File: src/rtl/nano4k_spi_flash_pkg.sv
// Shared definitions for the nano4k SPI flash responder and its master:
// opcodes, responder FSM encoding and status register layout.
package nano4k_spi_flash_pkg;

    localparam logic [7:0] OP_FREAD = 8'h0B;
    localparam logic [7:0] OP_READ  = 8'h03;
    localparam logic [7:0] OP_RSTEN = 8'h66;
    localparam logic [7:0] OP_RST   = 8'h99;
    localparam logic [7:0] OP_PP    = 8'h02;
    localparam logic [7:0] OP_WREN  = 8'h06;
    localparam logic [7:0] OP_RDSR  = 8'h05;
    localparam logic [7:0] OP_RDCR  = 8'h35;
    localparam logic [7:0] OP_RDID  = 8'h9F;

    localparam int SR_WIP = 0;
    localparam int SR_WEL = 1;

    typedef enum logic [2:0] {
        ST_IDLE    = 3'd0,
        ST_CMD     = 3'd1,
        ST_ADDR    = 3'd2,
        ST_DUMMY   = 3'd3,
        ST_RD_DATA = 3'd4,
        ST_WR_DATA = 3'd5,
        ST_IGNORE  = 3'd6
    } state_t;

    function automatic logic [7:0] status_byte(input logic wel, input logic wip);
        logic [7:0] s;
        s         = 8'h00;
        s[SR_WEL] = wel;
        s[SR_WIP] = wip;
        return s;
    endfunction

endpackage

File: src/rtl/nano4k_spi_flash_responder_sync_edge.sv
// Two-flop synchroniser for one asynchronous SPI pin, with rise/fall
// detection on the synchronised copy.
module spi_resp_sync_edge #(
    parameter logic RESET_VAL = 1'b0
) (
    input  logic clk,
    input  logic rst_n,
    input  logic i_async,
    output logic o_sync,
    output logic o_rise,
    output logic o_fall
);

    logic r_meta;
    logic r_sync;
    logic r_prev;

    // Synchroniser chain plus one delayed copy for edge detection.
    always_ff @(posedge clk or negedge rst_n) begin
        if (!rst_n) begin
            r_meta <= RESET_VAL;
            r_sync <= RESET_VAL;
            r_prev <= RESET_VAL;
        end else begin
            r_meta <= i_async;
            r_sync <= r_meta;
            r_prev <= r_sync;
        end
    end

    assign o_sync = r_sync;
    assign o_rise = r_sync & ~r_prev;
    assign o_fall = ~r_sync & r_prev;

endmodule

File: src/rtl/nano4k_spi_flash_responder.sv
// SPI NOR flash responder (mode 3, single-bit I/O) backed by an external
// synchronous byte memory; oversamples the bus on interfaceClk.
module nano4k_spi_flash_responder
    import nano4k_spi_flash_pkg::*;
#(
    parameter int          ADDR_W           = 22,
    parameter logic [23:0] JEDEC_ID         = 24'h856016,
    parameter int          PROG_BUSY_CYCLES = 64,
    parameter int          DUMMY_BYTES      = 1
) (
    input  logic              interfaceClk,
    input  logic              reset_n,
    input  logic              MCLK,
    input  logic              CS_n,
    input  logic              MOSI,
    output logic              MISO,
    output logic              MISO_oe,
    output logic [ADDR_W-1:0] memAddr,
    output logic              memRdEn,
    input  logic [7:0]        memRdData,
    output logic              memWrEn,
    output logic [7:0]        memWrData
);

    localparam int                BUSY_W     = $clog2(PROG_BUSY_CYCLES + 1);
    localparam logic [BUSY_W-1:0] BUSY_LOAD  = BUSY_W'(PROG_BUSY_CYCLES);
    localparam logic [7:0]        DUMMY_LAST = 8'(DUMMY_BYTES * 8 - 1);

    logic w_mclk_lvl_unused, w_mclk_rise, w_mclk_fall;
    logic w_cs, w_cs_rise, w_cs_fall;
    logic w_mosi, w_mosi_rise_unused, w_mosi_fall_unused;

    spi_resp_sync_edge #(.RESET_VAL(1'b1)) u_sync_mclk (
        .clk(interfaceClk), .rst_n(reset_n), .i_async(MCLK),
        .o_sync(w_mclk_lvl_unused), .o_rise(w_mclk_rise), .o_fall(w_mclk_fall));
    spi_resp_sync_edge #(.RESET_VAL(1'b1)) u_sync_cs (
        .clk(interfaceClk), .rst_n(reset_n), .i_async(CS_n),
        .o_sync(w_cs), .o_rise(w_cs_rise), .o_fall(w_cs_fall));
    spi_resp_sync_edge #(.RESET_VAL(1'b0)) u_sync_mosi (
        .clk(interfaceClk), .rst_n(reset_n), .i_async(MOSI),
        .o_sync(w_mosi), .o_rise(w_mosi_rise_unused), .o_fall(w_mosi_fall_unused));

    state_t              r_state, w_state_next;
    logic [7:0]          r_bit_cnt;
    logic [6:0]          r_shift_in;
    logic [7:0]          r_opcode;
    logic [ADDR_W-2:0]   r_addr_sh;
    logic [ADDR_W-1:0]   r_mem_addr;
    logic [7:0]          r_page_off;
    logic                r_mem_rd_en, r_mem_wr_en, r_cap;
    logic [7:0]          r_mem_wr_data;
    logic [7:0]          r_next_byte, r_shift_out;
    logic [2:0]          r_out_cnt;
    logic [1:0]          r_rd_idx;
    logic                r_miso, r_miso_oe;
    logic                r_cmd_done, r_wrote;
    logic                r_wel, r_wip, r_rst_armed;
    logic [BUSY_W-1:0]   r_busy_cnt;
    logic [7:0]          w_byte_in, w_id_byte;
    logic [ADDR_W-1:0]   w_addr_mem;
    logic                w_enter_rd, w_is_mem_rd;

    assign w_byte_in   = {r_shift_in, w_mosi};
    assign w_addr_mem  = {r_addr_sh, w_mosi};
    assign w_enter_rd  = (w_state_next == ST_RD_DATA) && (r_state != ST_RD_DATA);
    assign w_is_mem_rd = (r_opcode == OP_READ) || (r_opcode == OP_FREAD);

    // RDID byte selected by the rotating 0..2 index.
    always_comb begin
        w_id_byte = JEDEC_ID[23:16];
        case (r_rd_idx)
            2'd0:    w_id_byte = JEDEC_ID[23:16];
            2'd1:    w_id_byte = JEDEC_ID[15:8];
            2'd2:    w_id_byte = JEDEC_ID[7:0];
            default: w_id_byte = JEDEC_ID[23:16];
        endcase
    end

    // FSM state register.
    always_ff @(posedge interfaceClk or negedge reset_n) begin
        if (!reset_n) begin
            r_state <= ST_IDLE;
        end else begin
            r_state <= w_state_next;
        end
    end

    // Next-state decode; a high chip select overrides everything.
    always_comb begin
        w_state_next = r_state;
        if (w_cs) begin
            w_state_next = ST_IDLE;
        end else begin
            case (r_state)
                ST_IDLE: begin
                    if (w_cs_fall) w_state_next = ST_CMD;
                    else           w_state_next = ST_IDLE;
                end
                ST_CMD: begin
                    if (w_mclk_rise && (r_bit_cnt == 8'd7)) begin
                        case (w_byte_in)
                            OP_READ, OP_FREAD, OP_PP: w_state_next = ST_ADDR;
                            OP_RDSR, OP_RDCR, OP_RDID: w_state_next = ST_RD_DATA;
                            default:                 w_state_next = ST_IGNORE;
                        endcase
                    end else begin
                        w_state_next = ST_CMD;
                    end
                end
                ST_ADDR: begin
                    if (w_mclk_rise && (r_bit_cnt == 8'd23)) begin
                        case (r_opcode)
                            OP_FREAD: w_state_next = ST_DUMMY;
                            OP_READ:  w_state_next = ST_RD_DATA;
                            OP_PP:    w_state_next = (r_wel && !r_wip) ? ST_WR_DATA : ST_IGNORE;
                            default:  w_state_next = ST_IGNORE;
                        endcase
                    end else begin
                        w_state_next = ST_ADDR;
                    end
                end
                ST_DUMMY: begin
                    if (w_mclk_rise && (r_bit_cnt == DUMMY_LAST)) w_state_next = ST_RD_DATA;
                    else                                          w_state_next = ST_DUMMY;
                end
                default: w_state_next = r_state;
            endcase
        end
    end

    // Bus datapath, memory port, status register and busy timer.
    always_ff @(posedge interfaceClk or negedge reset_n) begin
        if (!reset_n) begin
            r_bit_cnt     <= 8'd0;
            r_shift_in    <= 7'd0;
            r_opcode      <= 8'h00;
            r_addr_sh     <= '0;
            r_mem_addr    <= '0;
            r_page_off    <= 8'd0;
            r_mem_rd_en   <= 1'b0;
            r_mem_wr_en   <= 1'b0;
            r_mem_wr_data <= 8'h00;
            r_cap         <= 1'b0;
            r_next_byte   <= 8'h00;
            r_shift_out   <= 8'h00;
            r_out_cnt     <= 3'd0;
            r_rd_idx      <= 2'd0;
            r_miso        <= 1'b0;
            r_miso_oe     <= 1'b0;
            r_cmd_done    <= 1'b0;
            r_wrote       <= 1'b0;
            r_wel         <= 1'b0;
            r_wip         <= 1'b0;
            r_rst_armed   <= 1'b0;
            r_busy_cnt    <= '0;
        end else begin
            r_mem_rd_en <= 1'b0;
            r_mem_wr_en <= 1'b0;
            r_cap       <= r_mem_rd_en;

            // Memory (or register) data arrives one cycle after the read strobe.
            if (r_cap) begin
                case (r_opcode)
                    OP_READ, OP_FREAD: r_next_byte <= memRdData;
                    OP_RDSR:           r_next_byte <= status_byte(r_wel, r_wip);
                    OP_RDID:           r_next_byte <= w_id_byte;
                    default:           r_next_byte <= 8'h00;
                endcase
            end

            if (r_wip) begin
                if (r_busy_cnt == '0) r_wip      <= 1'b0;
                else                  r_busy_cnt <= r_busy_cnt - BUSY_W'(1);
            end

            if (w_cs_fall) begin
                r_cmd_done <= 1'b0;
                r_wrote    <= 1'b0;
            end

            if (w_cs) begin
                r_bit_cnt <= 8'd0;
                r_miso    <= 1'b0;
                r_miso_oe <= 1'b0;
            end else if (w_mclk_rise) begin
                case (r_state)
                    ST_CMD: begin
                        r_shift_in <= w_byte_in[6:0];
                        if (r_bit_cnt == 8'd7) begin
                            r_opcode   <= w_byte_in;
                            r_cmd_done <= 1'b1;
                            r_bit_cnt  <= 8'd0;
                        end else begin
                            r_bit_cnt <= r_bit_cnt + 8'd1;
                        end
                    end
                    ST_ADDR: begin
                        r_addr_sh <= w_addr_mem[ADDR_W-2:0];
                        if (r_bit_cnt == 8'd23) begin
                            r_mem_addr <= w_addr_mem;
                            r_page_off <= w_addr_mem[7:0];
                            r_bit_cnt  <= 8'd0;
                        end else begin
                            r_bit_cnt <= r_bit_cnt + 8'd1;
                        end
                    end
                    ST_DUMMY: begin
                        if (r_bit_cnt == DUMMY_LAST) r_bit_cnt <= 8'd0;
                        else                         r_bit_cnt <= r_bit_cnt + 8'd1;
                    end
                    ST_WR_DATA: begin
                        r_shift_in <= w_byte_in[6:0];
                        if (r_bit_cnt == 8'd7) begin
                            r_mem_wr_en   <= 1'b1;
                            r_mem_wr_data <= w_byte_in;
                            r_mem_addr    <= {r_mem_addr[ADDR_W-1:8], r_page_off};
                            r_page_off    <= r_page_off + 8'd1;
                            r_wrote       <= 1'b1;
                            r_bit_cnt     <= 8'd0;
                        end else begin
                            r_bit_cnt <= r_bit_cnt + 8'd1;
                        end
                    end
                    default: r_bit_cnt <= r_bit_cnt;
                endcase
            end else if (w_mclk_fall && (r_state == ST_RD_DATA)) begin
                // First bit of each byte comes from the prefetch buffer, which is then refilled.
                if (r_out_cnt == 3'd0) begin
                    r_miso      <= r_next_byte[7];
                    r_shift_out <= {r_next_byte[6:0], 1'b0};
                    r_mem_rd_en <= 1'b1;
                    r_rd_idx    <= (r_rd_idx == 2'd2) ? 2'd0 : r_rd_idx + 2'd1;
                    if (w_is_mem_rd) r_mem_addr <= r_mem_addr + ADDR_W'(1);
                end else begin
                    r_miso      <= r_shift_out[7];
                    r_shift_out <= {r_shift_out[6:0], 1'b0};
                end
                r_out_cnt <= r_out_cnt + 3'd1;
            end

            if (w_enter_rd) begin
                r_mem_rd_en <= 1'b1;
                r_rd_idx    <= 2'd0;
                r_out_cnt   <= 3'd0;
                r_miso_oe   <= 1'b1;
            end

            if (w_cs_rise && r_cmd_done) begin
                r_cmd_done <= 1'b0;
                case (r_opcode)
                    OP_WREN: begin
                        r_wel       <= 1'b1;
                        r_rst_armed <= 1'b0;
                    end
                    OP_RSTEN: r_rst_armed <= 1'b1;
                    OP_RST: begin
                        if (r_rst_armed) begin
                            r_wel      <= 1'b0;
                            r_wip      <= 1'b0;
                            r_busy_cnt <= '0;
                        end
                        r_rst_armed <= 1'b0;
                    end
                    OP_PP: begin
                        if (r_wrote) begin
                            r_wel      <= 1'b0;
                            r_wip      <= 1'b1;
                            r_busy_cnt <= BUSY_LOAD;
                        end
                        r_rst_armed <= 1'b0;
                    end
                    default: r_rst_armed <= 1'b0;
                endcase
            end
        end
    end

    assign MISO      = r_miso;
    assign MISO_oe   = r_miso_oe;
    assign memAddr   = r_mem_addr;
    assign memRdEn   = r_mem_rd_en;
    assign memWrEn   = r_mem_wr_en;
    assign memWrData = r_mem_wr_data;

endmodule

File: config.mk
export PLATFORM = sky130hd
export DESIGN_NAME = nano4k_spi_flash_responder
export DESIGN_NICKNAME = d
export VERILOG_FILES = /design/src/rtl/nano4k_spi_flash_pkg.sv /design/src/rtl/nano4k_spi_flash_responder_sync_edge.sv /design/src/rtl/nano4k_spi_flash_responder.sv
export SDC_FILE = /design/constraint.sdc
export NUM_CORES = 1
export LEC_CHECK = 0
export BUFFER_PORTS_ARGS = -buffer_cell sky130_fd_sc_hd__buf_2
export CORE_MARGIN = 3
export CORE_UTILIZATION = 50
export DETAILED_ROUTE_END_ITERATION = 6
export PLACE_DENSITY = 0.71
export SKIP_CTS_REPAIR_TIMING = 1
export SYNTH_ARGS = -nofsm -noshare
export SYNTH_HDL_FRONTEND = slang
export SYNTH_SLANG_ARGS = --single-unit
File: constraint.sdc
create_clock -name interfaceClk -period 2.5 [get_ports interfaceClk]
set_clock_uncertainty 0.1 [all_clocks]
set_input_delay 0.125 -clock interfaceClk [delete_from_list [all_inputs] [get_ports interfaceClk]]
set_output_delay 0.125 -clock interfaceClk [all_outputs]
set_load 0.05 [all_outputs]
==> results of run 1 <==
sequential cells by signal, indices dropped and copies added, names as in the netlist, 2 cells and up:
register and flops:
memAddr 22, r_out_cnt 3, r_page_off 8, r_addr_sh 21, r_busy_cnt 7, r_shift_out 7
r_bit_cnt 8, r_rd_idx 2, r_next_byte 8, r_state 3, r_shift_in 7, memWrData 8
r_opcode 8
report_power, final:
group / switching [mW] / internal [mW] / total, mW
logic: 0.126 / 0.0871 / 0.214
registers: 0.0380 / 2.13 / 2.17
clock network: 0.938 / 1.89 / 2.83
total: 1.10 / 4.11 / 5.21
layer usage:
layer / vias up / GRT usage / part of all wire
li1: 2645 / - / -
met1: 2725 / 0.309 / 0.44
met2: 144 / 0.367 / 0.50
met3: 28 / 0.0555 / 0.044
met4: 0 / 0.0742 / 0.015
met5: - / 0 / 0
final cells by class:
| type | count | area [um^2] | area share |
|---|---|---|---|
| Sequential cell | 130 | 3260 | 0.406 |
| Multi-Input combinational cell | 506 | 3180 | 0.396 |
| Timing Repair Buffer | 92 | 637 | 0.0792 |
| Clock buffer | 18 | 439 | 0.0546 |
| Clock inverter | 14 | 235 | 0.0293 |
| Tap cell | 172 | 215 | 0.0268 |
| Inverter | 18 | 67.6 | 0.00840 |
kinds of logic after synthesis:
logic type | after synthesis | synth area share
AOI/OAI and AO/OA | 179 | 0.168
xor gates and xnor gates | 10 | 0.0132
adders and majority gates | 11 | 0.0208
buffers and inverters | 52 | 0.0321
DFF | 130 | 0.492
muxes | 46 | 0.0762
and+or+nand+nor | 260 | 0.198
cell usage after synthesis (all sizes together), types with 10 or more instances:
library cell / n
a21oi: 58
and3: 15
dfrtp: 124
a31oi: 18
inv: 18
nand2: 96
mux2i: 10
mux2: 36
nor4: 10
clkbuf: 29
o21ai: 46
ha: 11
nand3: 28
nor2: 46
worst max-delay path, cell delays in order (launching register included):
cell and delay (ps):
sky130_fd_sc_hd__dfrtp_1 400, sky130_fd_sc_hd__or4_4 570, sky130_fd_sc_hd__buf_4 180, sky130_fd_sc_hd__o41a_1 400, sky130_fd_sc_hd__a211oi_1 230, sky130_fd_sc_hd__a21boi_4 310
sky130_fd_sc_hd__a21oi_1 120
path summary, 6_finish.rpt:
| path | endpoint | slack [ps] | start |
|---|---|---|---|
| setup / recovery | r_out_cnt[1] | 60 | r_bit_cnt[7] |
| hold / removal | r_busy_cnt[3] | 120 | reset_n |
| setup reg to reg | r_out_cnt[1] | 60 | r_bit_cnt[7] |
| hold reg to reg | u_sync_mosi.o_sync | 250 | u_sync_mosi.r_meta |
| max in group asynchronous | u_sync_mclk.r_prev | 1390 | reset_n |
| min in group interfaceClk | u_sync_cs.r_meta | 240 | CS_n |
==> summary by stage, run 1 <==
Job
Max-cap violations in this run came to 0.

CTS
The largest buffer count on any clock path is 2. The clock insertion delay at the later pin of the skew report is 430 ps. The CTS tree is yes. Clock tree synthesis selected as its root buffer the cell sky130_fd_sc_hd__clkbuf_16. The H-tree level count is 4. The number of sinks on the clock net is 130.

The total CTS buffers is 17. After clock tree synthesis, the clock-pin slew on the worst setup and hold paths is 60 ps.

Critical path
The maximum net fanout on the critical path is 7. The critical path is of the flip-flop to flip-flop type. The critical path endpoint category is a flip-flop.

The endpoint required time on the critical path is 2700 ps. The element type at the critical path start is a flip-flop. The critical path arrival is 2640 ps. The logic depth of the worst register-to-register path is 6.

Route
Dividing the detail-routed wire length by the instance count gives 16.8 um. In this run, the number of DRC markers left after iteration 0 of detailed routing was 471. The sum of routed wire length over all layers is 16.0 mm. Using the TritonRoute via totals, the vias-per-cell ratio works out to 5.83.

In this run the remaining antenna-violating nets after routing total 0. The first-pass iteration count of the detailed router is 5. In the routed design, unresolved DRC markers number 0. The via count is 5542.

STA
The worst path in the final design needs a cycle of 2440 ps, including I/O delays and setup. The upper clock frequency limit is 0.410 GHz. The final count of pins violating max slew is 0. The worst slew margin relative to its limit is 0.637.

Setup violations remaining at the end of the flow were counted as 0. At the pin with the least slew margin, the transition time is 537 ps. The aggregate negative setup slack is 0 ps.

The final hold violation count is 0. Setup slack on the critical path of the routed design comes to 58.9 ps. The final clock period utilization by the worst path is 0.976. Final hold analysis gives a worst-case slack of 123 ps.

Synth
Synthesis inferred 130 register bits. The average cell area after synthesis is 9.64 um^2. The gate count after technology mapping is 688. The net count after synthesis is 712. The count of unique library cells instantiated by Yosys is 69.

The sequential cell area fraction in the yosys report is 0.492. After synthesis, the cell types taking the most area are sky130_fd_sc_hd__dfrtp_1 47%, sky130_fd_sc_hd__mux2_2 6.1%, sky130_fd_sc_hd__nand2_1 5.4%, sky130_fd_sc_hd__a21oi_1 4.4%, sky130_fd_sc_hd__o21ai_0 3.3%. The area share of the largest cell type after synthesis is 0.468.

The cell taking the most area after synthesis is sky130_fd_sc_hd__dfrtp_1. The number of flops mapped to enable cells by yosys is 0. The synthesized netlist occupies a cell area of 6630 um^2. For this run, the number of Yosys warnings is 0. Counting flops with an async set or reset pin after synthesis yields a share of 1.00. For this run, the leading register cell type out of synthesis is sky130_fd_sc_hd__dfrtp_1.

Power and ir drop
The leakage dissipation is 3.81 nW. In this run the power density over the cells is 649 nW/um^2. The completed layout was analyzed and its total power is 5.21 mW. Across the VDD grid, the largest voltage drop is 0.000479 V.

GRT
The first-pass GRT wire length is 26.9 mm. The total routing usage reported by global routing is 0.229. The largest net degree at the start of global routing is 46. The initial antenna violation count is 0.

The number of global-route vias before repair is 5366. For this run the aggregate overflow at the end of global routing stands at 0.

Die
The floorplan has 41 rows. The die is 121 um tall. The floorplan core area is 12800 um^2. The area enclosed by the die boundary is 14700 um^2.

The die is 121 um wide. The starting density of the core is 0.519. During I/O placement, the number of pins put on the boundary was 47.

Hold path
The type of the tightest min-delay check is input port to async pin.

Place
The detailed-placement wirelength estimate is 10.9 mm. The count of buffers inserted at the top-level ports is 46. Once placement finished, the instance area stood at 7220 um^2.

The number of placed instances, taps included, is 906. Routability-driven placement finished with a final weighted congestion of 0.901. The worst setup slack before clock tree synthesis is -172 ps.

Layout
Leaving out fill and tap cells, the most frequent cell in the layout is sky130_fd_sc_hd__dfrtp_1. The antenna cell count is 0. Of the cells placed in the final design, the portion with a size suffix greater than 1 is 0.226. The filler cells instantiated in the layout total 1000. The library cells used most frequently in the layout, excluding fill and tap cells, are 122 x sky130_fd_sc_hd__dfrtp_1, 96 x sky130_fd_sc_hd__nand2_1, 58 x sky130_fd_sc_hd__a21oi_1. The net count of the finished layout is 789.

The finished cells cover 8040 um^2. The area overhead of the layout relative to synthesis is 21.2%. The final instance count without filler cells is 950.

Measured on the finished design, the core utilization comes to 0.629.

Status
The flow ran to the end, and the final reports show no timing, DRC or antenna violations.
Note: power is estimated with default switching activity, not from simulation.
==> run 2, diff against run 1 <==
--- a/config.mk
+++ b/config.mk
@@ -5,11 +5,11 @@
 export SDC_FILE = /design/constraint.sdc
 export NUM_CORES = 1
 export LEC_CHECK = 0
-export BUFFER_PORTS_ARGS = -buffer_cell sky130_fd_sc_hd__buf_2
 export CORE_MARGIN = 3
 export CORE_UTILIZATION = 50
 export DETAILED_ROUTE_END_ITERATION = 6
-export PLACE_DENSITY = 0.71
+export DONT_BUFFER_PORTS = 1
+export PLACE_DENSITY = 0.68
 export SKIP_CTS_REPAIR_TIMING = 1
 export SYNTH_ARGS = -nofsm -noshare
 export SYNTH_HDL_FRONTEND = slang
==> summary by stage, run 2 (same netlist as run 1, synthesis figures left out) <==
Status
The run finished, with violations left. The checks that failed: negative hold slack.

CTS
The largest buffer count on any clock path is 2. The number of sinks on the clock net is 130. The CTS clock-pin slew for the worst setup and hold paths is 60 ps.

The number of clock buffers added by TritonCTS is 17. TritonCTS built the clock tree. The clock reaches the later pin of the worst-skew pair after 410 ps. The tree is rooted in a sky130_fd_sc_hd__clkbuf_16. The clock tree synthesis step divided the H-tree into 4 levels.

Critical path
The kind of cell adding the most delay to the critical path is compound AO/OA/AOI/OAI gates. The endpoint required time on the critical path is 2730 ps. By startpoint and endpoint, the worst setup path is classified as flip-flop to flip-flop. The setup slack of the most critical reg-to-reg path is 110 ps. The logic depth of the worst register-to-register path is 7. In this run the critical register-to-register path is launched from r_bit_cnt[4]. The worst path buffer plus inverter count is 2. The worst register-to-register path ends at memAddr[2]. The element type at the critical path start is a flip-flop.

For this run, the slowest stage of the critical path takes 530 ps. The cell repeated most along the worst path is sky130_fd_sc_hd__a21oi_1. The cell with the largest stage delay on the worst path is sky130_fd_sc_hd__or4bb_1. For the worst setup path, the data arrival time is 2620 ps.

The signal on the critical path passes through buf_4, or4bb_1, a2111o_1, o21ai_1, buf_12, a21oi_1, a21oi_1. The maximum net fanout on the critical path is 16. STA classifies the critical path endpoint as a flip-flop.

STA
The final count of negative-setup-slack endpoints is 0. Setup total negative slack on the finished layout was measured at 0 ps. The post-route worst setup slack is 110 ps. The worst slew margin relative to its limit is 0.556. In the finished design, the share of the clock period the worst path needs comes to 0.956. The upper clock frequency limit is 0.418 GHz.

For the pin with the worst max-slew slack, the measured transition is 664 ps. The shortest period the worst path allows is 2390 ps. The final hold violation count is 130. The final count of pins violating max slew is 0. The worst slack on hold paths is -694 ps.

Setup repair after global routing left no endpoint under its margin.

Power and ir drop
The areal power density over the cells is 620 nW/um^2. Summed over all cells, the static leakage comes to 3.62 nW. Across the VDD grid, the largest voltage drop is 0.000574 V. The total power is 4.86 mW.

Route
The number of routed nets with antenna violations is 0. The detailed router finished its first iteration with 596 violations. After detailed routing, the number of vias per cell comes to 5.88. The routed layout has 5390 vias.

For this block, the routed nets add up to 15.3 mm of wire. Dividing the detail-routed wire length by the instance count gives 16.6 um. The residual DRC count is 0. The pre-antenna-repair detailed-routing pass consisted of 7 iterations.

Die
The chip height is 121 um. The row count is 41. The die covers 14700 um^2. The floorplan core area is 12800 um^2.

The die width is 121 um. The number of top-level pins is 47. The starting density of the core is 0.519.

Layout
The final layout contains 756 nets. Of the cells placed in the final design, the portion with a size suffix greater than 1 is 0.192. The layout has 1031 filler cells. The commonest non-fill, non-tap cell in the layout is sky130_fd_sc_hd__dfrtp_1. The register with the most flip-flops in the layout has 22 of them. Leaving out fill and tap cells, the most frequent cells in the layout are 124 x sky130_fd_sc_hd__dfrtp_1, 96 x sky130_fd_sc_hd__nand2_1, 58 x sky130_fd_sc_hd__a21oi_1. After routing the design area is 7840 um^2. 0 antenna diodes ended up in the layout. Relative to the synthesized area, the layout overhead comes to 18.2%. For this run, the number of standard cells in the final layout without fillers is 917.

GRT
The largest net degree at the start of global routing is 131. The total overflow left after global routing is 0. The initial antenna violation count is 0.

The first global-routing pass estimated 25.9 mm of wire. The total routing usage reported by global routing is 0.219. The number of global-route vias before repair is 5254.

Hold path
The type of the tightest min-delay check is input port to async pin.

Place
Detailed placement ended at an HPWL of 10.4 mm. The worst setup slack before clock tree synthesis is 24.8 ps. After detailed placement, the design holds a cell count of 874. The count of buffers inserted at the top-level ports is 0. The congestion estimate from routability-driven global placement came to 0.938. The total cell area at the placement stage is 7090 um^2.

Job
Across the run, the number of max-cap violations was 0.
[run 2: cell types whose count changed in the layout (fill, tap and decap cells not counted), moves of 2 or more]
cell	before	now
sky130_fd_sc_hd__o21ai_2	2	0
sky130_fd_sc_hd__buf_2	45	0
sky130_fd_sc_hd__dfrtp_2	2	0
sky130_fd_sc_hd__bufinv_16	6	3
sky130_fd_sc_hd__dfrtp_1	122	124
sky130_fd_sc_hd__buf_4	32	46
[run 2: worst max path at each step]
stage	startpoint	slack, ps	to	depth (start not counted)
after floorplan	r_bit_cnt[7]	60	MISO_oe	7
after global placement	r_bit_cnt[7]	80	memAddr[8]	6
after detailed placement	r_bit_cnt[7]	20	memAddr[11]	6
after CTS	r_bit_cnt[7]	20	memAddr[20]	6
after global routing	r_bit_cnt[7]	20	memAddr[11]	6
final	r_bit_cnt[4]	110	memAddr[2]	7
[run 2: stage by stage]
| stage | utilization | hold WS (ps) |
|---|---|---|
| 2_1_floorplan | - | -271 |
| 3_3_place_gp | 0.555 | -266 |
| 3_5_place_dp | 0.555 | -266 |
| 4_1_cts | 0.603 | -708 |
| 5_1_grt | 0.614 | -720 |
| 6_report | 0.614 | -694 |
[run 2: layout make-up]
| type | count | area (um^2) | area share |
|---|---|---|---|
| clock buffer | 19 | 453 | 0.0578 |
| inverter | 18 | 67.6 | 0.00862 |
| timing repair buffer | 59 | 495 | 0.0632 |
| tap | 172 | 215 | 0.0274 |
| multi-input combinational | 506 | 3190 | 0.407 |
| clock inverter | 13 | 159 | 0.0203 |
| sequential | 130 | 3260 | 0.416 |
[run 2: layer usage]
metal  GRT usage  routed length, um  vias up
li1            -                  -     2582
met1       0.296               6900     2656
met2       0.346               7420      141
met3      0.0643                792       11
met4      0.0616                139        0
met5           0                  0        -
[run 2: where the power goes]
group	leakage, nW	switching [mW]	internal, mW	total [mW]
Sequential	1.74	0.0394	2.13	2.17
Clock	0.295	0.916	1.62	2.53
Combinational	1.58	0.0781	0.0729	0.151
[run 2: worst reg2reg max path: cells and delay by family (launching register included)]
kind                   cells  cell delay (ps)
buffers and inverters      2              360
AO/OA/AOI/OAI              4              920
AND/OR/NAND/NOR            1              530
flip-flops                 1              400
